File: config.mk
export PLATFORM = sky130hd
export DESIGN_NAME = hazard_stall_unit
export DESIGN_NICKNAME = d
export VERILOG_FILES = /design/src/rtl/hazard_stall_unit.sv
export SDC_FILE = /design/constraint.sdc
export NUM_CORES = 1
export LEC_CHECK = 0
export BUFFER_PORTS_ARGS = -buffer_cell sky130_fd_sc_hd__buf_2
export CORE_MARGIN = 2
export CORE_UTILIZATION = 50
export CTS_CLUSTER_SIZE = 40
export DETAILED_ROUTE_END_ITERATION = 10
export PLACE_DENSITY = 0.76
export SYNTH_ARGS = -nofsm -noshare
export SYNTH_HDL_FRONTEND = slang
export SYNTH_SLANG_ARGS = --single-unit
File: constraint.sdc
create_clock -name clk -period 2.6 [get_ports clk]
set_input_delay 0.52 -clock clk [delete_from_list [all_inputs] [get_ports clk]]
set_output_delay 0.52 -clock clk [all_outputs]
set_load 0.05 [all_outputs]
File: src/rtl/hazard_stall_unit.sv
// Hazard detection for a 5-stage MIPS pipeline: detects load-use and ID-stage branch
// operand hazards from a shadow of the EX/MEM destinations and stalls PC and IF/ID.
module hazard_stall_unit #(
    parameter int CNT_W        = 16,
    parameter bit BRANCH_IN_ID = 1'b1
) (
    input  logic             clk,
    input  logic             rst_n,
    input  logic [31:0]      Inst,
    input  logic             ID_valid,
    input  logic             Flush,
    output logic             Pipe_stall,
    output logic             PC_write,
    output logic             IFID_write,
    output logic [CNT_W-1:0] Stall_count
);

    typedef struct packed {
        logic       wr;
        logic [4:0] dst;
        logic       ld;
    } slot_t;

    localparam logic [5:0] OP_RTYPE = 6'h00;
    localparam logic [5:0] OP_BEQ   = 6'h04;
    localparam logic [5:0] OP_BNE   = 6'h05;
    localparam logic [5:0] OP_ADDI  = 6'h08;
    localparam logic [5:0] OP_ORI   = 6'h0D;
    localparam logic [5:0] OP_LW    = 6'h23;
    localparam logic [5:0] OP_SW    = 6'h2B;

    slot_t            r_ex;
    slot_t            r_mem;
    logic [CNT_W-1:0] r_cnt;

    logic [5:0] w_op;
    logic [4:0] w_rs;
    logic [4:0] w_rt;
    logic [4:0] w_rd;
    logic       w_use_rs;
    logic       w_use_rt;
    logic       w_is_br;
    slot_t      w_id_slot;
    logic       w_ex_hit;
    logic       w_mem_hit;
    logic       w_stall;
    logic       w_unused;

    assign w_op     = Inst[31:26];
    assign w_rs     = Inst[25:21];
    assign w_rt     = Inst[20:16];
    assign w_rd     = Inst[15:11];
    assign w_unused = ^Inst[10:0];

    always_comb begin
        w_use_rs      = 1'b0;
        w_use_rt      = 1'b0;
        w_is_br       = 1'b0;
        w_id_slot     = '0;
        unique case (w_op)
            OP_RTYPE: begin
                w_use_rs      = 1'b1;
                w_use_rt      = 1'b1;
                w_id_slot.dst = w_rd;
            end
            OP_ADDI, OP_ORI: begin
                w_use_rs      = 1'b1;
                w_id_slot.dst = w_rt;
            end
            OP_LW: begin
                w_use_rs      = 1'b1;
                w_id_slot.dst = w_rt;
                w_id_slot.ld  = 1'b1;
            end
            OP_SW: begin
                w_use_rs = 1'b1;
                w_use_rt = 1'b1;
            end
            OP_BEQ, OP_BNE: begin
                w_use_rs = 1'b1;
                w_use_rt = 1'b1;
                w_is_br  = 1'b1;
            end
            default: ;
        endcase
        // $0 is never a real destination, so a write to it is dropped entirely.
        w_id_slot.wr = (w_id_slot.dst != 5'd0);
        if (!w_id_slot.wr) w_id_slot.ld = 1'b0;
    end

    // Slots only hold wr=1 with a nonzero dst, so a $0 source can never match.
    assign w_ex_hit  = r_ex.wr  && ((w_use_rs && (w_rs == r_ex.dst))  || (w_use_rt && (w_rt == r_ex.dst)));
    assign w_mem_hit = r_mem.wr && ((w_use_rs && (w_rs == r_mem.dst)) || (w_use_rt && (w_rt == r_mem.dst)));

    always_comb begin
        w_stall = 1'b0;
        if (rst_n && ID_valid && !Flush) begin
            if (w_ex_hit && r_ex.ld) w_stall = 1'b1;
            if (BRANCH_IN_ID && w_is_br && (w_ex_hit || (w_mem_hit && r_mem.ld))) w_stall = 1'b1;
        end
    end

    always_ff @(posedge clk or negedge rst_n) begin
        if (!rst_n) begin
            r_ex  <= '0;
            r_mem <= '0;
            r_cnt <= '0;
        end else begin
            r_mem <= r_ex;
            if (ID_valid && !Flush && !w_stall) r_ex <= w_id_slot;
            else                                r_ex <= '0;
            if (w_stall && (r_cnt != {CNT_W{1'b1}})) r_cnt <= r_cnt + 1'b1;
        end
    end

    assign Pipe_stall  = w_stall;
    assign PC_write    = ~w_stall;
    assign IFID_write  = ~w_stall;
    assign Stall_count = r_cnt;

endmodule
# [Yosys cells after proc, flatten, opt, wreduce, memory -nomap -nowiden]
# Index checks and enable logic that the tools add are counted.
[word_totals] register_bits=30 latch_bits=0 ram_bits=0 romBits=0 inputBits=36 out_inout_bits=19 elab_cells=55 memories=0
[op_classes] n_addsub=1 n_mul=0 div=0 magnitude_cmp=0 eq_ne=11 n_shift=0 mux=10 bitwise=1 n_reduce_logical=25
[ops] op="== test 5 bit" count=4
[ops] op="adder 16 x 1 -> 16 bit, second input constant" count=1
[ops] op="inequality test 16 bit, second input constant" count=1
[ops] op="logical AND 1 bit" count=14
[ops] op="== test 6 x 3 -> 1 bit, second input constant" count=2
[ops] op="== test 6 x 4 -> 1 bit, second input constant" count=2
[ops] op="== test 6 bit, second input constant" count=2
[ops] op="case mux 5 bit (2 select lines)" count=1
[ops] op="two-way mux 1 bit" count=8
[ops] op="two-way mux 7 bit" count=1
[ops] op="OR reduction 7 bit" count=1
[ops] op="logical NOT 6 bit" count=1
[ops] op="nonzero test 5 bit" count=1
[ops] op="OR reduction 4 bit" count=1
[ops] op="logical OR 1 bit" count=3
[ops] op="OR reduction 3 bit" count=1
[ops] op="logical NOT 1 bit" count=2
[ops] op="OR reduction 2 bit" count=1
[ops] op="inverter 1 bit" count=1

# [Logic depth before layout (Yosys ltp)]
[logic_depth] word_depth=14 mapped_depth=8 ltp_nobuf=7

# [Worst setup path before layout]
# Ideal clock, no wire load.
[synth_timing] path_type="input port to output port" from="input Inst[26]" to="output Pipe_stall" t_arrival_ps=2376 t_required_ps=2080 setup_slack_ps=-296 cell_stages=7 n_path_buf=1 cell_sequence="nor3_2 nand3b_1 a2111oi_2 nor2_2 buf_6 or2_1 inv_1"
[synth_between] elab_chain_len=11 word_cells_on_any_way=28 classes_between="6 x eq/ne; 6 x mux; 16 x reduce/logical"
[synth_lines] element="start: declaration" line="9" text="input logic [31:0] Inst,"
[synth_lines] element="== test 6 bit, or another cell as far along" line="60" text="unique case (w_op)"
[synth_lines] element="OR reduction 7 bit (no line) or OR reduction 4 bit (tied branches)"
[synth_lines] element="two-way mux 1 bit" line="60"
[synth_lines] element="logical AND 1 bit" line="93" text="assign w_mem_hit = r_mem.wr && ((w_use_rs && (w_rs == r_mem.dst)) || (w_use_rt && (w_rt == r_mem.dst)));"
[synth_lines] element="logical OR 1 bit" line="93"
[synth_lines] element="logical AND 1 bit" line="93"
[synth_lines] element="logical AND 1 bit" line="99" text="if (BRANCH_IN_ID && w_is_br && (w_ex_hit || (w_mem_hit && r_mem.ld))) w_stall = 1'b1;"
[synth_lines] element="logical OR 1 bit" line="99"
[synth_lines] element="logical AND 1 bit" line="99"
[synth_lines] element="two-way mux 1 bit (*)" line="99"
[synth_lines] element="two-way mux 1 bit (*)" line="97" text="if (rst_n && ID_valid && !Flush) begin"
[synth_lines] element="end: declaration" line="12" text="output logic Pipe_stall,"
# Every way passes the cells marked *; elsewhere a longest branch is shown, timed or not.

# [Worst setup path in the final report]
[layout_timing] from="register r_ex[4] (netlist bit)" to="output Pipe_stall"
[layout_between] elab_chain_len=8 word_cells_on_any_way=12 classes_between="2 x eq/ne; 3 x mux; 7 x reduce/logical"
[layout_lines] element="start: declaration" line="32" text="slot_t r_ex;"
[layout_lines] element="start signal: assignment" line="110" text="if (ID_valid && !Flush && !w_stall) r_ex <= w_id_slot;"
[layout_lines] element="== test 5 bit" line="92" text="assign w_ex_hit = r_ex.wr && ((w_use_rs && (w_rs == r_ex.dst)) || (w_use_rt && (w_rt == r_ex.dst)));"
[layout_lines] element="logical AND 1 bit" line="92"
[layout_lines] element="logical OR 1 bit (*)" line="92"
[layout_lines] element="logical AND 1 bit (*)" line="92"
[layout_lines] element="logical AND 1 bit or logical OR 1 bit (tied branches)" line="98, 99"
[layout_lines] element="two-way mux 1 bit or logical AND 1 bit (tied branches)" line="98, 99"
[layout_lines] element="two-way mux 1 bit (*)" line="99"
[layout_lines] element="two-way mux 1 bit (*)" line="97"
# Marks and branches as above.

==> flow_metrics.env <==
export IMPL_layout_area_seq_um2=751
export IMPL_p_leak_nw=1.01
export IMPL_num_nets_final=257
export IMPL_critical_path_startpoint="r_ex[4]"
export IMPL_synth_avg_cell_area_um2=10.5
export IMPL_timing_final_crit_share_pct=96.8
export IMPL_pwr_share_comb_pct=10.4
export IMPL_reg2reg_depth=7
export IMPL_timing_max_cap_violations=0
export IMPL_core_area_um2=3340
export IMPL_vias_per_cell=5.51
export IMPL_vdd_ir_drop_max_mv=0.241
export IMPL_clockBufferDepth=2
export IMPL_r2r_end="Stall_count[1]"
export IMPL_synthesis_area_um2=1730
export IMPL_hold_path_class="input pin to async pin"
export IMPL_cts_tree="yes"
export IMPL_timing_worst_setup_path_type="flop to output port"
export IMPL_vertical_die_dimension_um=62.8
export IMPL_io_buffers=43
export IMPL_synth_edf_count=0
export IMPL_htree_levels=2
export IMPL_detail_route_wl_per_cell_um=13.7
export IMPL_floorplan_rows=21
export IMPL_power_density_nw_per_um2=390
export IMPL_timing_final_max_slew_violations=0
export IMPL_worstReg2RegStart="r_ex[4]"
export IMPL_critPathRequiredTime_ns=2.08
export IMPL_layout_filler_cells=281
export IMPL_totalWireLength_um=3670
export IMPL_grt_start_max_net_pins=24
export IMPL_worst_pin_slew_ns=0.478
export IMPL_clk_latency_ns=0.34
export IMPL_clk_pin_slew_worst_paths_ns=0.09
export IMPL_synth_cell_type_count=43
export IMPL_hold_viol=0
export IMPL_design_internal_power_w=0.000638
export IMPL_yosys_register_bits=30
export IMPL_timing_slew_headroom_pct=68.2
export IMPL_drt_drc_violations_left=0
export IMPL_overflow=0
export IMPL_vias=1470
export IMPL_worst_setup_path_endpoint="Pipe_stall"
export IMPL_crit_path_max_fanout=3
export IMPL_synth_net_count=202
export IMPL_power_switching_w=0.000206
export IMPL_postSynthCellCount=165
export IMPL_grt_util_all_layers_pct=20.1
export IMPL_clockPowerShare_pct=34.0
export IMPL_total_of_hold_buffers_inserted_after_clock_tree_synthesis=0
export IMPL_crit_arrival_ns=2.00
export IMPL_cts_root_buf="clkbuf_4"
export IMPL_floorplan_die_area_um2=3940
export IMPL_synth_warnings=0
export IMPL_wire_length_of_the_first_global_routing_pass_um=6240
export IMPL_area_used_by_multi_input_combinational_logic_um2=990
export IMPL_cts_buffers_inserted=5
export IMPL_drt_pre_antenna_iters=4
export IMPL_die_width_um=62.8
export IMPL_diodes=0
export IMPL_final_setup_viol_count=0
export IMPL_layout_area_overhead_vs_synth_pct=25.3
export IMPL_final_min_clock_period_ns=2.52
export IMPL_postRouteAntennaNets=0
export IMPL_drive_above_1_share_pct=38.0
export IMPL_initial_utilization_pct=51.8
export IMPL_dp_hpwl_um=2830
export IMPL_via_count_of_the_first_global_routing_pass=1511
export IMPL_seq_area_frac_synth_pct=43.4
export IMPL_synth_main_ff_cell="dfrtp_1"
export IMPL_synth_area_leaders="dfrtp_1, xnor2_1, xor2_1"
export IMPL_finalWeightedCongestion=0.824
export IMPL_final_core_util_pct=64.9
export IMPL_switching_share_pct=24.4
export IMPL_drt_iter0_drc=46
export IMPL_netlist_area_leader_share_pct=43.4
export IMPL_setup_worst_path_end_class="output port"
export IMPL_worst_r2r_setup_slack_ns=0.49
export IMPL_timing_setup_tns_ns=0
export IMPL_share_seq_of_total_power_pct=55.6
export IMPL_antenna_found_initial=0
export IMPL_clock_sinks=30
export IMPL_max_freq_ghz=0.397
export IMPL_status="finished, final reports clean"
export IMPL_startpoint_type="flop"
export IMPL_yosysTopAreaCell="dfrtp_1"
export IMPL_async_flop_share_pct=100
export IMPL_timing_clock_skew_ns=0.0111
export IMPL_pin_count=55
worst min-delay path by stage:
stage	startpoint	end	slack (ns)	cells past startpoint
3_5_place_dp	r_ex[6]	r_mem[6]	0.36	0
6_report	rst_n	r_mem[6]	0.03	1
4_1_cts	rst_n	r_mem[6]	0.03	1
2_1_floorplan	rst_n	Stall_count[0]	0.22	0
3_3_place_gp	r_ex[6]	r_mem[6]	0.36	0
5_1_grt	rst_n	r_mem[6]	0.03	1
flip-flops by register name, indices dropped and copies added (netlist names):
name         flops
Stall_count     16
r_mem            7
r_ex             7
Yosys cell counts (3+ instances only):
master     n
nand4_1    4
nand2_1   10
nand2b_1   3
nor3_1     4
xor2_1    16
dfrtp_1   30
nor3_2    10
nand3_1   11
a22oi_1    5
nor2_1    11
xnor2_1   19
and3_1     3
timing repair:
| action | CTS | global route |
|---|---|---|
| buffers inserted | 0 | 3 |
| setup endpoints to repair | 1 | 3 |
| pin swaps | 0 | 2 |
| resized for setup | 1 | 7 |
per-layer routing:
metal | vias up | part of all wire [%] | track usage [%]
li1 | 694 | - | -
met4 | 0 | 2.7 | 10.6
met3 | 10 | 5.2 | 4.86
met1 | 726 | 38 | 21.8
met5 | - | 0 | 0
met2 | 40 | 54 | 36.0
critical path, cell delays in order (launching register included):
cell and delay, ns:
dfrtp_1 0.44, xnor2_2 0.17, nand3_2 0.14, a2111oi_4 0.36, nor2_2 0.08, or2_4 0.26, clkinvlp_4 0.07, buf_6 0.15
layout by cell type, fill, tap and decap left out, types with 4 or more instances in the layout:
master	netlist	routed
a22oi_1	5	5
buf_2	1	42
buf_4	1	10
clkbuf_4	0	5
dfrtp_1	30	30
nand2_1	10	10
nand3_1	11	10
nand4_1	4	4
nor2_1	11	11
nor3_1	4	4
nor3_2	10	10
xnor2_1	19	16
xor2_1	16	16
power by group through the flow:
stage	logic [W]	registers (W)	clock network, W
6_report	0.0000877	0.000469	0.000287
5_1_grt	0.0000978	0.000469	0.000315
4_1_cts	0.0000817	0.000469	0.000291
3_5_place_dp	0.0000814	0.000478	0
3_3_place_gp	0.0000782	0.000478	0
2_1_floorplan	0.0000325	0.000478	0
per-stage QoR:
| stage | hold WS, ns | instances | total power [W] | cell area (um^2) | worst slack (ns) |
|---|---|---|---|---|---|
| finish | 0.0255 | 267 | 0.000844 | 2170 | 0.0822 |
| global route | 0.0286 | 267 | 0.000882 | 2170 | -0.0125 |
| CTS | 0.0266 | 264 | 0.000841 | 2090 | 0.000199 |
| detailed placement | 0.365 | 256 | 0.000559 | 2030 | 0.0536 |
| global placement | 0.363 | 256 | 0.000556 | 2030 | 0.0621 |
| floorplan | 0.224 | 165 | 0.000510 | 1740 | 0.000896 |
kinds of logic (layout without fill, tap and decap cells):
family / Yosys count / count (layout) / synth area share [%]
xor+xnor: 35 / 35 / 17.7
fa+ha+maj: 1 / 1 / 0.723
simple gates: 73 / 73 / 27.4
flops: 30 / 30 / 43.4
compound gates: 17 / 17 / 7.24
mux: 2 / 2 / 1.23
buf+inv: 7 / 63 / 2.24
cell type report:
cell class                 instances  area share (%)
multi-input combinational        128            45.7
tap                               46            2.66
inverter                           2           0.520
sequential                        30            34.7
clock inverter                     1           0.231
clock buffer                       7            2.54
timing repair buffer              53            13.7
(Power assumes the default switching activity.)
